## src/rtl/cpu_pkg.sv

```systemverilog
// Shared CPU definitions: default widths, instruction field
// positions and the IF/ID buffer occupancy encoding.
package cpu_pkg;

    localparam int DATA_WIDTH = 16;
    localparam int PC_WIDTH   = 16;
    localparam int IMM_SIZE   = 8;

    // Field MSBs for the default 16-bit instruction word
    localparam int OPC_MSB = 15;
    localparam int RD_MSB  = 11;
    localparam int RS_MSB  = 7;
    localparam int RT_MSB  = 3;

    // Occupancy encoding: {skid valid, main valid}
    localparam logic [1:0] ST_EMPTY = 2'b00;
    localparam logic [1:0] ST_ONE   = 2'b01;
    localparam logic [1:0] ST_FULL  = 2'b11;

    function automatic logic [1:0] occ_state(
        input logic main_v,
        input logic skid_v
    );
        return {skid_v, main_v};
    endfunction

endpackage

```

## src/rtl/skid_buffer.sv

```systemverilog
// Generic two-entry valid/ready skid buffer with flush.
// in_ready_o is registered; main entry drives the output.
module skid_buffer #(
    parameter int W = 32
) (
    input  logic         clk,
    input  logic         rst_n,
    input  logic         flush_i,
    input  logic         in_valid_i,
    output logic         in_ready_o,
    input  logic [W-1:0] in_data_i,
    output logic         out_valid_o,
    input  logic         out_ready_i,
    output logic [W-1:0] out_data_o
);
    import cpu_pkg::*;

    logic         main_v_q, main_v_d;
    logic         skid_v_q, skid_v_d;
    logic [W-1:0] main_q, main_d;
    logic [W-1:0] skid_q, skid_d;
    logic         rdy_q, rdy_d;
    logic         in_fire;
    logic         out_fire;
    logic [1:0]   state;

    assign in_fire  = in_valid_i && rdy_q;
    assign out_fire = main_v_q && out_ready_i;
    assign state    = occ_state(main_v_q, skid_v_q);

    // Next-state: occupancy transitions, flush overrides everything
    always_comb begin
        main_v_d = main_v_q;
        skid_v_d = skid_v_q;
        main_d   = main_q;
        skid_d   = skid_q;
        if (flush_i) begin
            main_v_d = 1'b0;
            skid_v_d = 1'b0;
        end else begin
            case (state)
                ST_EMPTY: begin
                    if (in_fire) begin
                        main_v_d = 1'b1;
                        main_d   = in_data_i;
                    end
                end
                ST_ONE: begin
                    if (in_fire && out_fire) begin
                        main_d = in_data_i;
                    end else if (in_fire) begin
                        skid_v_d = 1'b1;
                        skid_d   = in_data_i;
                    end else if (out_fire) begin
                        main_v_d = 1'b0;
                    end
                end
                ST_FULL: begin
                    if (out_fire) begin
                        main_d   = skid_q;
                        skid_v_d = 1'b0;
                    end
                end
                default: begin
                    main_v_d = 1'b0;
                    skid_v_d = 1'b0;
                end
            endcase
        end
        rdy_d = occ_state(main_v_d, skid_v_d) != ST_FULL;
    end

    // State registers, cleared asynchronously
    always_ff @(posedge clk or negedge rst_n) begin
        if (!rst_n) begin
            main_v_q <= 1'b0;
            skid_v_q <= 1'b0;
            main_q   <= '0;
            skid_q   <= '0;
            rdy_q    <= 1'b1;
        end else begin
            main_v_q <= main_v_d;
            skid_v_q <= skid_v_d;
            main_q   <= main_d;
            skid_q   <= skid_d;
            rdy_q    <= rdy_d;
        end
    end

    assign in_ready_o  = rdy_q;
    assign out_valid_o = main_v_q;
    assign out_data_o  = main_q;

endmodule

```

## src/rtl/if_id_stage.sv

```systemverilog
// IF/ID stage: buffers fetched (pc, instr) pairs and slices the
// head instruction into opcode, register and raw immediate fields.
module if_id_stage #(
    parameter int DATA_WIDTH = cpu_pkg::DATA_WIDTH,
    parameter int PC_WIDTH   = cpu_pkg::PC_WIDTH,
    parameter int IMM_SIZE   = cpu_pkg::IMM_SIZE
) (
    input  logic                  clk,
    input  logic                  rst_n,
    input  logic                  in_valid,
    output logic                  in_ready,
    input  logic [PC_WIDTH-1:0]   in_pc,
    input  logic [DATA_WIDTH-1:0] in_instr,
    input  logic                  flush,
    output logic                  out_valid,
    input  logic                  out_ready,
    output logic [PC_WIDTH-1:0]   out_pc,
    output logic [3:0]            out_opcode,
    output logic [3:0]            out_rd,
    output logic [3:0]            out_rs,
    output logic [3:0]            out_rt,
    output logic [IMM_SIZE-1:0]   imm_raw
);
    import cpu_pkg::*;

    localparam int W    = PC_WIDTH + DATA_WIDTH;
    // Shift of the top-aligned fields relative to the default width
    localparam int SHFT = DATA_WIDTH - cpu_pkg::DATA_WIDTH;
    localparam int OPC  = OPC_MSB + SHFT;
    localparam int RD   = RD_MSB + SHFT;
    localparam int RS   = RS_MSB + SHFT;

    logic [W-1:0]          head;
    logic [DATA_WIDTH-1:0] instr;

    skid_buffer #(
        .W (W)
    ) u_skid (
        .clk         (clk),
        .rst_n       (rst_n),
        .flush_i     (flush),
        .in_valid_i  (in_valid),
        .in_ready_o  (in_ready),
        .in_data_i   ({in_pc, in_instr}),
        .out_valid_o (out_valid),
        .out_ready_i (out_ready),
        .out_data_o  (head)
    );

    assign out_pc     = head[W-1 -: PC_WIDTH];
    assign instr      = head[DATA_WIDTH-1:0];
    assign out_opcode = instr[OPC -: 4];
    assign out_rd     = instr[RD -: 4];
    assign out_rs     = instr[RS -: 4];
    assign out_rt     = instr[RT_MSB -: 4];
    assign imm_raw    = instr[IMM_SIZE-1:0];

endmodule

```

## config.mk

```make
export PLATFORM = sky130hd
export DESIGN_NAME = if_id_stage
export DESIGN_NICKNAME = d
export VERILOG_FILES = /design/src/rtl/cpu_pkg.sv /design/src/rtl/skid_buffer.sv /design/src/rtl/if_id_stage.sv
export SDC_FILE = /design/constraint.sdc
export NUM_CORES = 1
export LEC_CHECK = 0
export ABC_AREA = 1
export CAP_MARGIN = 20
export CORE_MARGIN = 1
export CORE_UTILIZATION = 51
export CTS_BUF_LIST = sky130_fd_sc_hd__clkbuf_8
export DETAILED_ROUTE_END_ITERATION = 6
export PLACE_DENSITY = 0.82
export RECOVER_POWER = 100
export REMOVE_ABC_BUFFERS = 1
export SLEW_MARGIN = 30
export SYNTH_ARGS = -nofsm -noshare
export SYNTH_HDL_FRONTEND = slang
export SYNTH_SLANG_ARGS = --single-unit
```

## constraint.sdc

```tcl
create_clock -name clk -period 1.5 [get_ports clk]
set_clock_uncertainty 0.1 [all_clocks]
set_input_delay 0.3 -clock clk [delete_from_list [all_inputs] [get_ports clk]]
set_output_delay 0.3 -clock clk [all_outputs]
set_load 0.01 [all_outputs]
```

==> summary.txt <==
H-tree depth: 3
Gr usage total: 27.2%
Unrepaired setup endpoints after global routing: true
Sequential cell area: 0.00168 mm²
Synth Area in Compound Gates: 0.153%
TritonRoute pass-1 iters: 5
Clock Latency Late Sink: 0.35 ns
Avg Inst Size Synth: 7.94 µm²
GP Congestion: 0.806
Synth area leaders: dfrtp_1 (51%), nand2_1 (22%), nand3_1 (15%), buf_4 (3.0%), buf_2 (2.8%)
Post-synthesis mux area share: 0%
Worst hold path class: input pin to async pin
Yosys reg bits: 67
Synthesis-to-layout area growth: 34.6%
Setup TNS: 0 ns
CTS max path bufs: 2
Mapped Area: 0.00326 mm²
CP max FO: 6
Design area: 0.00439 mm²
Vias per cell: 5.58
Fmax: 671 MHz
Post-synthesis xor/xnor area fraction: 0%
Initial antenna violation count: 0
DRC Markers: 0
Startpoint Class: register
Status: finished, final reports clean
Max-slew violation count: 0
Vias in the first global route: 2919
Routed vias: 3190
Setup violators final: 0
Ys Warns: 0
Routed WL: 9.01 mm
Clock root buffer: clkbuf_8
Pwr Density: 1150 mW/mm²
WS Path Type: register to register
Layout cells sized above 1: 13.3%
Crit path time final: 1.49 ns
TritonCTS buffer count: 9
DIE AREA: 0.00672 mm²
Port Buffer Count: 78
Starting density of the core: 53.9%
Pin count of the biggest net entering global routing: 33
DR WL/cell: 15.8 µm
Worst-path clk slew: 0.07 ns
Post-detail-place hpwl: 5.64 mm
Slew at the pin with the worst max-slew slack: 0.434 ns
Slew HR: 71.1%
Yosys cell types: 16
Period Utilization, post-route: 99.4%
Max VDD drop: 593 µV
Drt initial violations: 267
Total power: 0.00504 W
Core area: 0.00606 mm²
WP data required: 1.69 ns
Synth Instances: 411
CTS tree: yes
Clock sinks: 67
# rows: 28
Nets@finish: 530
CP endpoint kind: register
Global-route wire length before repair: 13.5 mm
Post-synth top area share: 50.6%
Placed cell area: 0.00411 mm²
GR Overflow Total: 0
Leakage Power: 2.41 nW
Simple-gate area share of the yosys netlist: 39.9%
Adder-cell share of the synthesized area: 0%
I/O pins: 79
Maximum capacitance violations: 0
# diodes: 0
Post-synthesis sequential area ratio: 51.4%
Die outline width: 82.0 µm
Multi-input logic area: 0.00136 mm²
Final Hold Vio Count: 0
Core Util, Final: 72.5%
Arr. time, crit path: 1.68 ns
Post-synth top area cell: dfrtp_1
Largest family of logic cells by synthesized area: simple AND/OR/NAND/NOR gates
Die height: 82.0 µm
Fill count: 442
Detail Route Antenna Nets: 0
cell usage after synthesis, drive strengths merged:
cell type	instances
nand3	96
nand4	1
dfstp	1
inv	6
dfrtp	66
buf	37
nor2	3
nand2	200
a21oi	1
cell families after synthesis:
logic type	after synthesis
AND/OR/NAND/NOR	300
AO/OA/AOI/OAI	1
buffers and inverters	43
flip-flops	67
metrics by stage:
step           hold slack (ns)  cells  worst slack [ns]
3_5_place_dp             0.170    551            -0.205
5_1_grt                  0.355    572           -0.0396
2_1_floorplan          -0.0956    374             -1.03
4_1_cts                  0.337    568            0.0122
6_report                 0.312    572           0.00891
3_3_place_gp             0.167    551            -0.167
flip-flops by register name (all words and copies together), names as in the netlist:
signal / cells
u_skid.in_ready_o: 1
u_skid.skid_q: 32
u_skid.out_data_o: 32
u_skid.out_valid_o: 1
u_skid.skid_v_q: 1
area by class of cell:
cell class	instances	area share, %
Inverter	6	0.570
Sequential cell	67	38.3
Timing Repair Buffer	108	23.7
Clock inverter	4	0.968
Clock buffer	11	3.45
Tap cell	75	2.14
Multi-Input combinational cell	301	30.9
cell usage in the layout, fill, tap and decap left out, drive strengths merged, types with 3 or more instances in the layout:
| cell | instances |
|---|---|
| nand2 | 200 |
| clkbuf | 16 |
| clkdlybuf4s50 | 35 |
| nand3 | 96 |
| dfrtp | 66 |
| buf | 26 |
| dlygate4sd2 | 41 |
| inv | 8 |
| nor2 | 3 |
power by group:
| group | switching, W | internal (W) |
|---|---|---|
| clock network | 0.000672 | 0.000835 |
| logic | 0.000618 | 0.000529 |
| registers | 0.000214 | 0.00217 |
| total | 0.00150 | 0.00354 |
worst paths after layout:
path                                         start                    end  slack (ns)  depth (start not counted)
worst max-delay path            u_skid.out_valid_o  u_skid.out_data_o[19]       0.009                          9
worst min-delay path                         rst_n      u_skid.skid_q[23]        0.31                          2
worst max register to register  u_skid.out_valid_o  u_skid.out_data_o[19]       0.009                          9
worst min register to register   u_skid.skid_q[16]      u_skid.skid_q[16]        0.37                          2
max in group asynchronous                    rst_n      u_skid.in_ready_o        0.16                          3
min in group clk                 u_skid.skid_q[16]      u_skid.skid_q[16]        0.37                          2
worst max-delay path, stage by stage (launching register included):
cell       delay [ns]
dfrtp_2          0.39
buf_6            0.13
buf_6            0.11
inv_2            0.04
nand2_4          0.08
nand2_4          0.08
nor2_8           0.17
clkbuf_16        0.18
nand3_1          0.06
nand2_1          0.08
routing by layer:
layer,vias up,GRT usage (%),wire length [µm]
met4,0,11.6,366
met2,190,44.0,4420
li1,1468,-,-
met1,1494,34.1,3560
met3,38,7.33,669
met5,-,0,0
what timing repair did:
action	CTS	global route
endpoints found under the hold margin	15	0
hold buffers	1	0
gates cloned	0	2
setup buffers	1	2
pin swaps	0	3
setup endpoints to repair	74	30
resized for setup	53	14
Power figures use the tool's default switching activity.
